**config.mk**
```make
export PLATFORM = sky130hd
export DESIGN_NAME = intr_gateway
export DESIGN_NICKNAME = d
export VERILOG_FILES = /design/src/rtl/intr_pkg.sv /design/src/rtl/intr_sync_filter.sv /design/src/rtl/intr_gateway.sv
export SDC_FILE = /design/constraint.sdc
export NUM_CORES = 1
export LEC_CHECK = 0
export CORE_MARGIN = 4
export CORE_UTILIZATION = 49
export DETAILED_ROUTE_END_ITERATION = 10
export PLACE_DENSITY = 0.74
export SYNTH_ARGS = -nofsm -noshare
export SYNTH_HDL_FRONTEND = slang
export SYNTH_SLANG_ARGS = --single-unit
export TNS_END_PERCENT = 50
```
**constraint.sdc**
```tcl
create_clock -name pclk_i -period 1.65 [get_ports pclk_i]
set_input_delay 0.165 -clock pclk_i [delete_from_list [all_inputs] [get_ports pclk_i]]
set_output_delay 0.165 -clock pclk_i [all_outputs]
set_load 0.005 [all_outputs]
```
**src/rtl/intr_pkg.sv**
```systemverilog
// Shared constants for the interrupt gateway: register byte addresses,
// APB FSM state encodings and default sizing.
package intr_pkg;

  localparam int DEFAULT_NUM_INTR  = 16;
  localparam int DEFAULT_INTR_SERV = 4;

  localparam logic [7:0] ADDR_MASK = 8'h00;
  localparam logic [7:0] ADDR_MODE = 8'h02;
  localparam logic [7:0] ADDR_PEND = 8'h04;
  localparam logic [7:0] ADDR_RAW  = 8'h06;
  localparam logic [7:0] ADDR_LAST = 8'h07;

  typedef enum logic [2:0] {
    ST_IDLE   = 3'b001,
    ST_SETUP  = 3'b010,
    ST_ACCESS = 3'b100
  } apb_state_t;

endpackage

```
**src/rtl/intr_sync_filter.sv**
```systemverilog
// One interrupt line: 2-flop synchronizer, optionally followed by a
// 3-cycle stability filter when INTR_GATEWAY_FILTER_EN is defined.
module intr_sync_filter (
  input  logic clk,
  input  logic rst_n,
  input  logic raw,
  output logic level
);

  logic [1:0] sync_reg;

  always_ff @(posedge clk or negedge rst_n) begin
    if (!rst_n) begin
      sync_reg <= '0;
    end else begin
      sync_reg <= {sync_reg[0], raw};
    end
  end

`ifdef INTR_GATEWAY_FILTER_EN
  logic [1:0] cnt_reg;
  logic       filt_reg;

  // The counter tracks how long the synchronized value has disagreed with
  // the filtered one; the third consecutive disagreement flips the output.
  always_ff @(posedge clk or negedge rst_n) begin
    if (!rst_n) begin
      cnt_reg  <= '0;
      filt_reg <= 1'b0;
    end else if (sync_reg[1] == filt_reg) begin
      cnt_reg <= '0;
    end else if (cnt_reg == 2'd2) begin
      filt_reg <= sync_reg[1];
      cnt_reg  <= '0;
    end else begin
      cnt_reg <= cnt_reg + 2'd1;
    end
  end

  assign level = filt_reg;
`else
  assign level = sync_reg[1];
`endif

endmodule

```
**src/rtl/intr_gateway.sv**
```systemverilog
// APB-programmable interrupt conditioner: per-line sync, edge/level capture,
// masking and service clear. Optional filter: INTR_GATEWAY_FILTER_EN.
module intr_gateway
  import intr_pkg::*;
#(
  parameter int NUM_INTR   = DEFAULT_NUM_INTR,
  parameter int DATA_WIDTH = 8,
  parameter int ADDR_WIDTH = 8,
  parameter int INTR_SERV  = DEFAULT_INTR_SERV
) (
  input  logic                  pclk_i,
  input  logic                  presetn_i,
  input  logic [ADDR_WIDTH-1:0] paddr_i,
  input  logic [DATA_WIDTH-1:0] pwdata_i,
  input  logic                  pwrite_i,
  input  logic                  psel_i,
  input  logic                  penable_i,
  output logic [DATA_WIDTH-1:0] prdata_o,
  output logic                  pready_o,
  output logic                  perror_o,
  input  logic [NUM_INTR-1:0]   irq_raw_i,
  output logic [NUM_INTR-1:0]   intr_active_o,
  input  logic [INTR_SERV-1:0]  intr_to_service_i,
  input  logic                  intr_valid_i,
  input  logic                  intr_serviced_i
);

  apb_state_t          state_reg;
  logic [NUM_INTR-1:0] level, level_d_reg, pend_reg, pend_next, mask_reg, mode_reg;
  logic [NUM_INTR-1:0] rw1c, svc;
  logic [7:0]          addr8, word, wbyte, rbyte;
  logic [15:0]         sel16, wr16, be16;
  logic                oob, xfer, bad, commit, svc_fire;

  genvar gi;
  generate
    for (gi = 0; gi < NUM_INTR; gi++) begin : g_line
      intr_sync_filter u_sync (
        .clk   (pclk_i),
        .rst_n (presetn_i),
        .raw   (irq_raw_i[gi]),
        .level (level[gi])
      );

      // A fresh edge wins over any clear arriving in the same cycle.
      assign svc[gi]       = svc_fire && (intr_to_service_i == INTR_SERV'(gi));
      assign pend_next[gi] = mode_reg[gi]
                           ? ((level[gi] & ~level_d_reg[gi]) |
                              (pend_reg[gi] & ~(rw1c[gi] | svc[gi])))
                           : level[gi];
    end
  endgenerate

  always_comb begin
    addr8  = 8'(paddr_i);
    wbyte  = 8'(pwdata_i);
    word   = {addr8[7:1], 1'b0};
    oob    = paddr_i > ADDR_WIDTH'(ADDR_LAST);
    xfer   = (state_reg == ST_SETUP) && psel_i && penable_i;
    bad    = oob || (pwrite_i && (word == ADDR_RAW));
    commit = xfer && pwrite_i && !bad;
    sel16  = '0;
    case (word)
      ADDR_MASK: sel16 = 16'(mask_reg);
      ADDR_MODE: sel16 = 16'(mode_reg);
      ADDR_PEND: sel16 = 16'(pend_reg);
      ADDR_RAW:  sel16 = 16'(level);
      default:   sel16 = '0;
    endcase
    rbyte    = oob ? 8'h00 : (addr8[0] ? sel16[15:8] : sel16[7:0]);
    wr16     = addr8[0] ? {wbyte, 8'h00} : {8'h00, wbyte};
    be16     = addr8[0] ? 16'hFF00 : 16'h00FF;
    rw1c     = (commit && word == ADDR_PEND) ? wr16[NUM_INTR-1:0] : '0;
    svc_fire = intr_valid_i && intr_serviced_i;
  end

  // Transfers complete on entry to ACCESS: writes commit and the registered
  // response (pready/perror/prdata) is presented during the ACCESS cycle.
  always_ff @(posedge pclk_i or negedge presetn_i) begin
    if (!presetn_i) begin
      state_reg <= ST_IDLE;
      pready_o  <= 1'b0;
      perror_o  <= 1'b0;
      prdata_o  <= '0;
      mask_reg  <= '0;
      mode_reg  <= '0;
    end else begin
      pready_o <= 1'b0;
      perror_o <= 1'b0;
      prdata_o <= '0;
      unique case (state_reg)
        ST_IDLE: begin
          if (psel_i && penable_i) begin
            pready_o <= 1'b1;
            perror_o <= 1'b1;
          end else if (psel_i) begin
            state_reg <= ST_SETUP;
          end
        end
        ST_SETUP: begin
          if (xfer) begin
            state_reg <= ST_ACCESS;
            pready_o  <= 1'b1;
            perror_o  <= bad;
            if (!pwrite_i && !bad) prdata_o <= DATA_WIDTH'(rbyte);
            if (commit && word == ADDR_MASK)
              mask_reg <= (mask_reg & ~be16[NUM_INTR-1:0]) | wr16[NUM_INTR-1:0];
            if (commit && word == ADDR_MODE)
              mode_reg <= (mode_reg & ~be16[NUM_INTR-1:0]) | wr16[NUM_INTR-1:0];
          end else if (!psel_i) begin
            state_reg <= ST_IDLE;
          end
        end
        ST_ACCESS: begin
          state_reg <= (psel_i && !penable_i) ? ST_SETUP : ST_IDLE;
        end
        default: state_reg <= ST_IDLE;
      endcase
    end
  end

  always_ff @(posedge pclk_i or negedge presetn_i) begin
    if (!presetn_i) begin
      level_d_reg   <= '0;
      pend_reg      <= '0;
      intr_active_o <= '0;
    end else begin
      level_d_reg   <= level;
      pend_reg      <= pend_next;
      intr_active_o <= pend_reg & mask_reg;
    end
  end

endmodule

```
---- Word-level counts from Yosys, hierarchy flattened ----
Index checks and enable logic that the tools add are counted.
cells by class
  add/sub/neg operators ................... 0
  multipliers ............................. 0
  divide/modulo/power cells ............... 0
  $lt $le $gt $ge ......................... 1
  equal/unequal tests ..................... 24
  shift operators ......................... 0
  muxes and demuxes ....................... 36
  bitwise operators ....................... 102
  reductions and logical operators ........ 38
operators by type and width
  operator                                                       number
  case mux 16 bit (4 select lines)                               1
  AND 16 bit                                                     3
  2-to-1 mux 16 bit                                              3
  2-to-1 mux 8 bit                                               5
  AND 1 bit                                                      32
  equality test 4 bit, second input constant                     8
  NOT 1 bit                                                      32
  OR 1 bit                                                       32
  OR 16 bit                                                      2
  logical AND 1 bit                                              28
  2-to-1 mux 1 bit                                               19
  equality test 4 x 3 -> 1 bit, second input constant            4
  NOT 16 bit                                                     1
  equality test 7 x 2 -> 1 bit, second input constant            2
  2-to-1 mux 3 bit                                               4
  case mux 3 bit (3 select lines)                                1
  AND reduction 3 bit                                            3
  equality test 4 x 2 -> 1 bit, second input constant            2
  greater-than comparator 8 x 3 -> 1 bit, second input constant  1
  logical NOT 8 bit                                              1
  equality test 7 x 1 -> 1 bit, second input constant            1
  logical NOT 7 bit                                              1
  equality test 4 x 1 -> 1 bit, second input constant            1
  logical NOT 4 bit                                              1
  other kinds (9)                                                13
word-level totals
  bits in registers ....................... 125
  bits in latches ......................... 0
  memory bits (writable) .................. 0
  ROM bits ................................ 0
  input port bits ......................... 43
  word-level logic and storage cells ...... 226
  memories kept ........................... 0

---- Depth between registers and ports, before layout ----
Gate-level depths: netlist of the first run.
  depth in word-level cells ............... 12
  mapped depth ............................ 7

---- Cells and area by module ----
Synthesis of the first run repeated with hierarchy kept, for this count alone.
second synthesis, totals
  cell total of the unflattened synthesis .. 359
  area total of the unflattened synthesis .. 4845.9 um2
modules (own cells, without submodules)
  module            instances  cells an instance  area each (um2)  seq. area each (um2)
  intr_gateway      1          327                4045.1           2328.5
  intr_sync_filter  16         2                  50.0             50.0

---- Least setup slack after synthesis of the first run ----
Ideal clock, no wire load.
  path type ............................... input port to flip-flop
  from .................................... in paddr_i[4]
  to ...................................... reg (tool-made name)
  data arrival time ....................... 1.700 ns
  data required time ...................... 1.525 ns
  slack ................................... -0.174 ns
  cell stages on the path ................. 4
  buffers on the path ..................... 0
  path through ............................ or4_4 -> nor4_4 -> nand4b_2 -> mux2_2
RTL lines
  item                RTL line            RTL
  start: declaration  intr_gateway.sv:13  input logic [ADDR_WIDTH-1:0] paddr_i,

==> results.cfg, run 1 <==
[clock_network]
clock_latency_ns = 0.52
cts_tree = done
numCtsBuffers = 17
clock-root-buffer = clkbuf_8
clk_pin_slew_ns = 0.06
cts_htree_levels = 4
clock-sinks = 125
ctsLongestPathBuffers = 2

[finish]
synthToLayoutAreaGrowth_pct = 35.58
nNetsFinal = 514
n_fill_cell = 695
drive_gt1_share_pct = 24.79
fin_area_um2 = 6594
diodes = 0

[timing]
fin_crit_ns = 1.822
relSlewSlack_pct = 68.76
setup_viol = 56
finalHoldViolations = 0
slew_viol_final = 0
fmax_mhz = 548.8
skew_ns = 0.006956
setup_tns_ns = -6.673
fin_crit_sh_pct = 110.4
final.setup.worst_slack_ns = -0.1723
worstMarginPinSlew_ns = 0.4676
rsz0062_at_grt = true

[routing]
vias = 3339
wl_per_cell_um = 18.08
postRouteAntennaNets = 0
wl_um = 11150
drt_pre_antenna_iters = 5
drcViolationCount = 0
vias_per_cell = 5.412
drt_iter0_drc = 194

[placed_design]
portBuffers = 68
gp_congestion = 0.8594
placedInstanceArea_um2 = 5922
dp_hpwl_um = 7309

[grt]
grt_max_degree = 55
grt_use_total_pct = 20.92
first_global_vias = 3469
grt_overflow = 0
grt_antenna_before_repair = 0
grt_pass1_wl_um = 17890

[status]
outcome = complete, but fails checks
violations = setup timing

[synthesis]
yosysMostFrequentCell = dfrtp_1
yosys.area.top_type_share_pct = 63.80
synth_cells = 363
synthArstFlopShare_pct = 100.0
synth_flop_cell = dfrtp_1
synth_cell_types = 37
syn-num-nets = 406
synth_edf_count = 0
yosys_warnings = 0
ys_seq_area_share_pct = 64.34
synth_top_area_cell = dfrtp_1
synth_area_leaders = dfrtp_1 (64%), mux2_2 (7.4%), mux4_2 (7.4%)
synth-seq-cells = 125
synth_area_um2 = 4863
synth.avg_cell_area_um2 = 13.40
synth_common_cells = dfrtp_1 (124), nand2_1 (67), mux2_2 (32)

[power_and_ir_drop]
p_leak_nw = 2.991
switching_power_mw = 1.616
pwr-share-comb_pct = 6.0
power_frac_seq_pct = 43.4
vdd_drop_max_mv = 0.7874
internal-power_mw = 5.762
switching_share_pct = 21.90
cellPowerDensity_nw_per_um2 = 1119
clkPwrFrac_pct = 50.6

[setup_path]
crit_required_ns = 2.05
path_cells = clkdlybuf4s50_1 -> or4_4 -> nor4_4 -> buf_4 -> buf_4 -> nand3_4 -> mux2_2
cp_common_cell = buf_4
timing.rr.start = state_reg[0]$_DFFE_PN1P_
cp-end-kind = register
startpoint_type = input pin
crit_start = paddr_i[4]
worstPathMaxFanout = 8
slowest_delay_ns = 0.57
crit_slowest_cell = or4_4
critPathKind = input pin to register
crit_arrival_ns = 2.22

[floorplan]
io_pins = 69
die-height_um = 107.6
fp.coreArea_um2 = 9729
placementRows = 36
die_w_um = 107.6
die-area_um2 = 11580
initial_core_util_pct = 49.99

[worst_hold_path]
min_from = irq_raw_i[14]
hp-class = input pin to register

[job]
maxCapViolCount = 0
power groups by stage:
stage,Clock [mW],Sequential [mW],Combinational [mW]
2_1_floorplan,0,3.24,0.149
3_3_place_gp,0,3.25,0.426
3_5_place_dp,0,3.25,0.433
4_1_cts,3.78,3.20,0.443
5_1_grt,3.94,3.21,0.483
6_report,3.73,3.20,0.443
layout by cell type, fill, tap and decap left out, types with 6 or more instances in the layout:
master,count
dfrtp_1,124
nand2_1,67
clkdlybuf4s50_1,67
mux2_2,32
buf_4,26
nor2_1,20
mux4_2,16
and2_1,16
clkbuf_16,16
o21ai_0,13
a21oi_1,11
mux2i_1,8
nand3_1,6
o21ai_1,6
final timing paths:
kind                                                                 to  cells after the start  slack, ns
worst max-delay path                                           register                      7      -0.17
worst min-delay path            g_line[14].u_sync.sync_reg[0]$_DFF_PN0_                      1       0.08
worst max register to register                                 register                      6      -0.13
worst min register to register  g_line[10].u_sync.sync_reg[1]$_DFF_PN0_                      0       0.34
max in group asynchronous                        pend_reg[12]$_DFF_PN0_                      3       0.92
min in group asynchronous                         prdata_o[7]$_DFF_PN0_                      2       0.12
area by class of cell:
| cell class | instances | area, µm² | area share (%) |
|---|---|---|---|
| flip-flops and latches | 125 | 3129 | 47.46 |
| multi-input cells | 224 | 1703 | 25.83 |
| repair buffers | 101 | 980.9 | 14.88 |
| clock buffers | 19 | 441.7 | 6.698 |
| well taps | 133 | 166.4 | 2.524 |
| clock inverters | 13 | 165.2 | 2.505 |
| inverters | 2 | 7.507 | 0.1139 |
logic make-up after synthesis:
family,synth area share [%]
AOI/OAI and AO/OA,4.142
xor gates and xnor gates,0.1801
buffers and inverters,1.312
DFF,64.34
muxes,16.47
and+or+nand+nor,13.56
through the flow:
stage	setup slack, ns	instances	hold slack [ns]	power, mW	util [%]
after floorplan	-0.1744	363	-0.1306	3.392	-
after global placement	-0.6834	583	0.1056	3.674	60.87
after detailed placement	-0.7348	583	0.1137	3.686	60.87
after CTS	-0.1493	616	0.06101	7.422	67.48
after global routing	-0.2017	617	0.06195	7.634	67.77
final	-0.1723	617	0.07980	7.379	67.77
critical path, delay by kind of cell:
| family | cells | cell delay, ns |
|---|---|---|
| AND/OR/NAND/NOR | 3 | 0.99 |
| multiplexers | 1 | 0.31 |
| buffers and inverters | 3 | 0.74 |
per-layer routing:
| metal | track usage, % | wire length (µm) | share of wire, % | up-vias |
|---|---|---|---|---|
| met4 | 9.107 | 260 | 2.3 | 0 |
| met5 | 0 | 0 | 0 | - |
| li1 | - | - | - | 1494 |
| met1 | 27.82 | 4799 | 43 | 1686 |
| met3 | 5.639 | 702 | 6.3 | 31 |
| met2 | 32.55 | 5390 | 48 | 128 |
repair_timing:
action / in CTS / in global routing
endpoints found under the setup margin: 56 / 56
hold endpoints to repair: 125 / 0
gates resized for setup: 5 / 5
hold buffers: 1 / 0
buffers inserted: 0 / 1
pin swaps: 3 / 1
Power figures use the tool's default switching activity.
==> run 2: changes to the inputs <==
--- a/config.mk
+++ b/config.mk
@@ -5,6 +5,7 @@
 export SDC_FILE = /design/constraint.sdc
 export NUM_CORES = 1
 export LEC_CHECK = 0
+export ABC_CLOCK_PERIOD_IN_PS = 1650
 export CORE_MARGIN = 4
 export CORE_UTILIZATION = 49
 export DETAILED_ROUTE_END_ITERATION = 10
==> results of run 2 <==
Same layout as run 1: the final DEF is identical, and so are final timing and power.
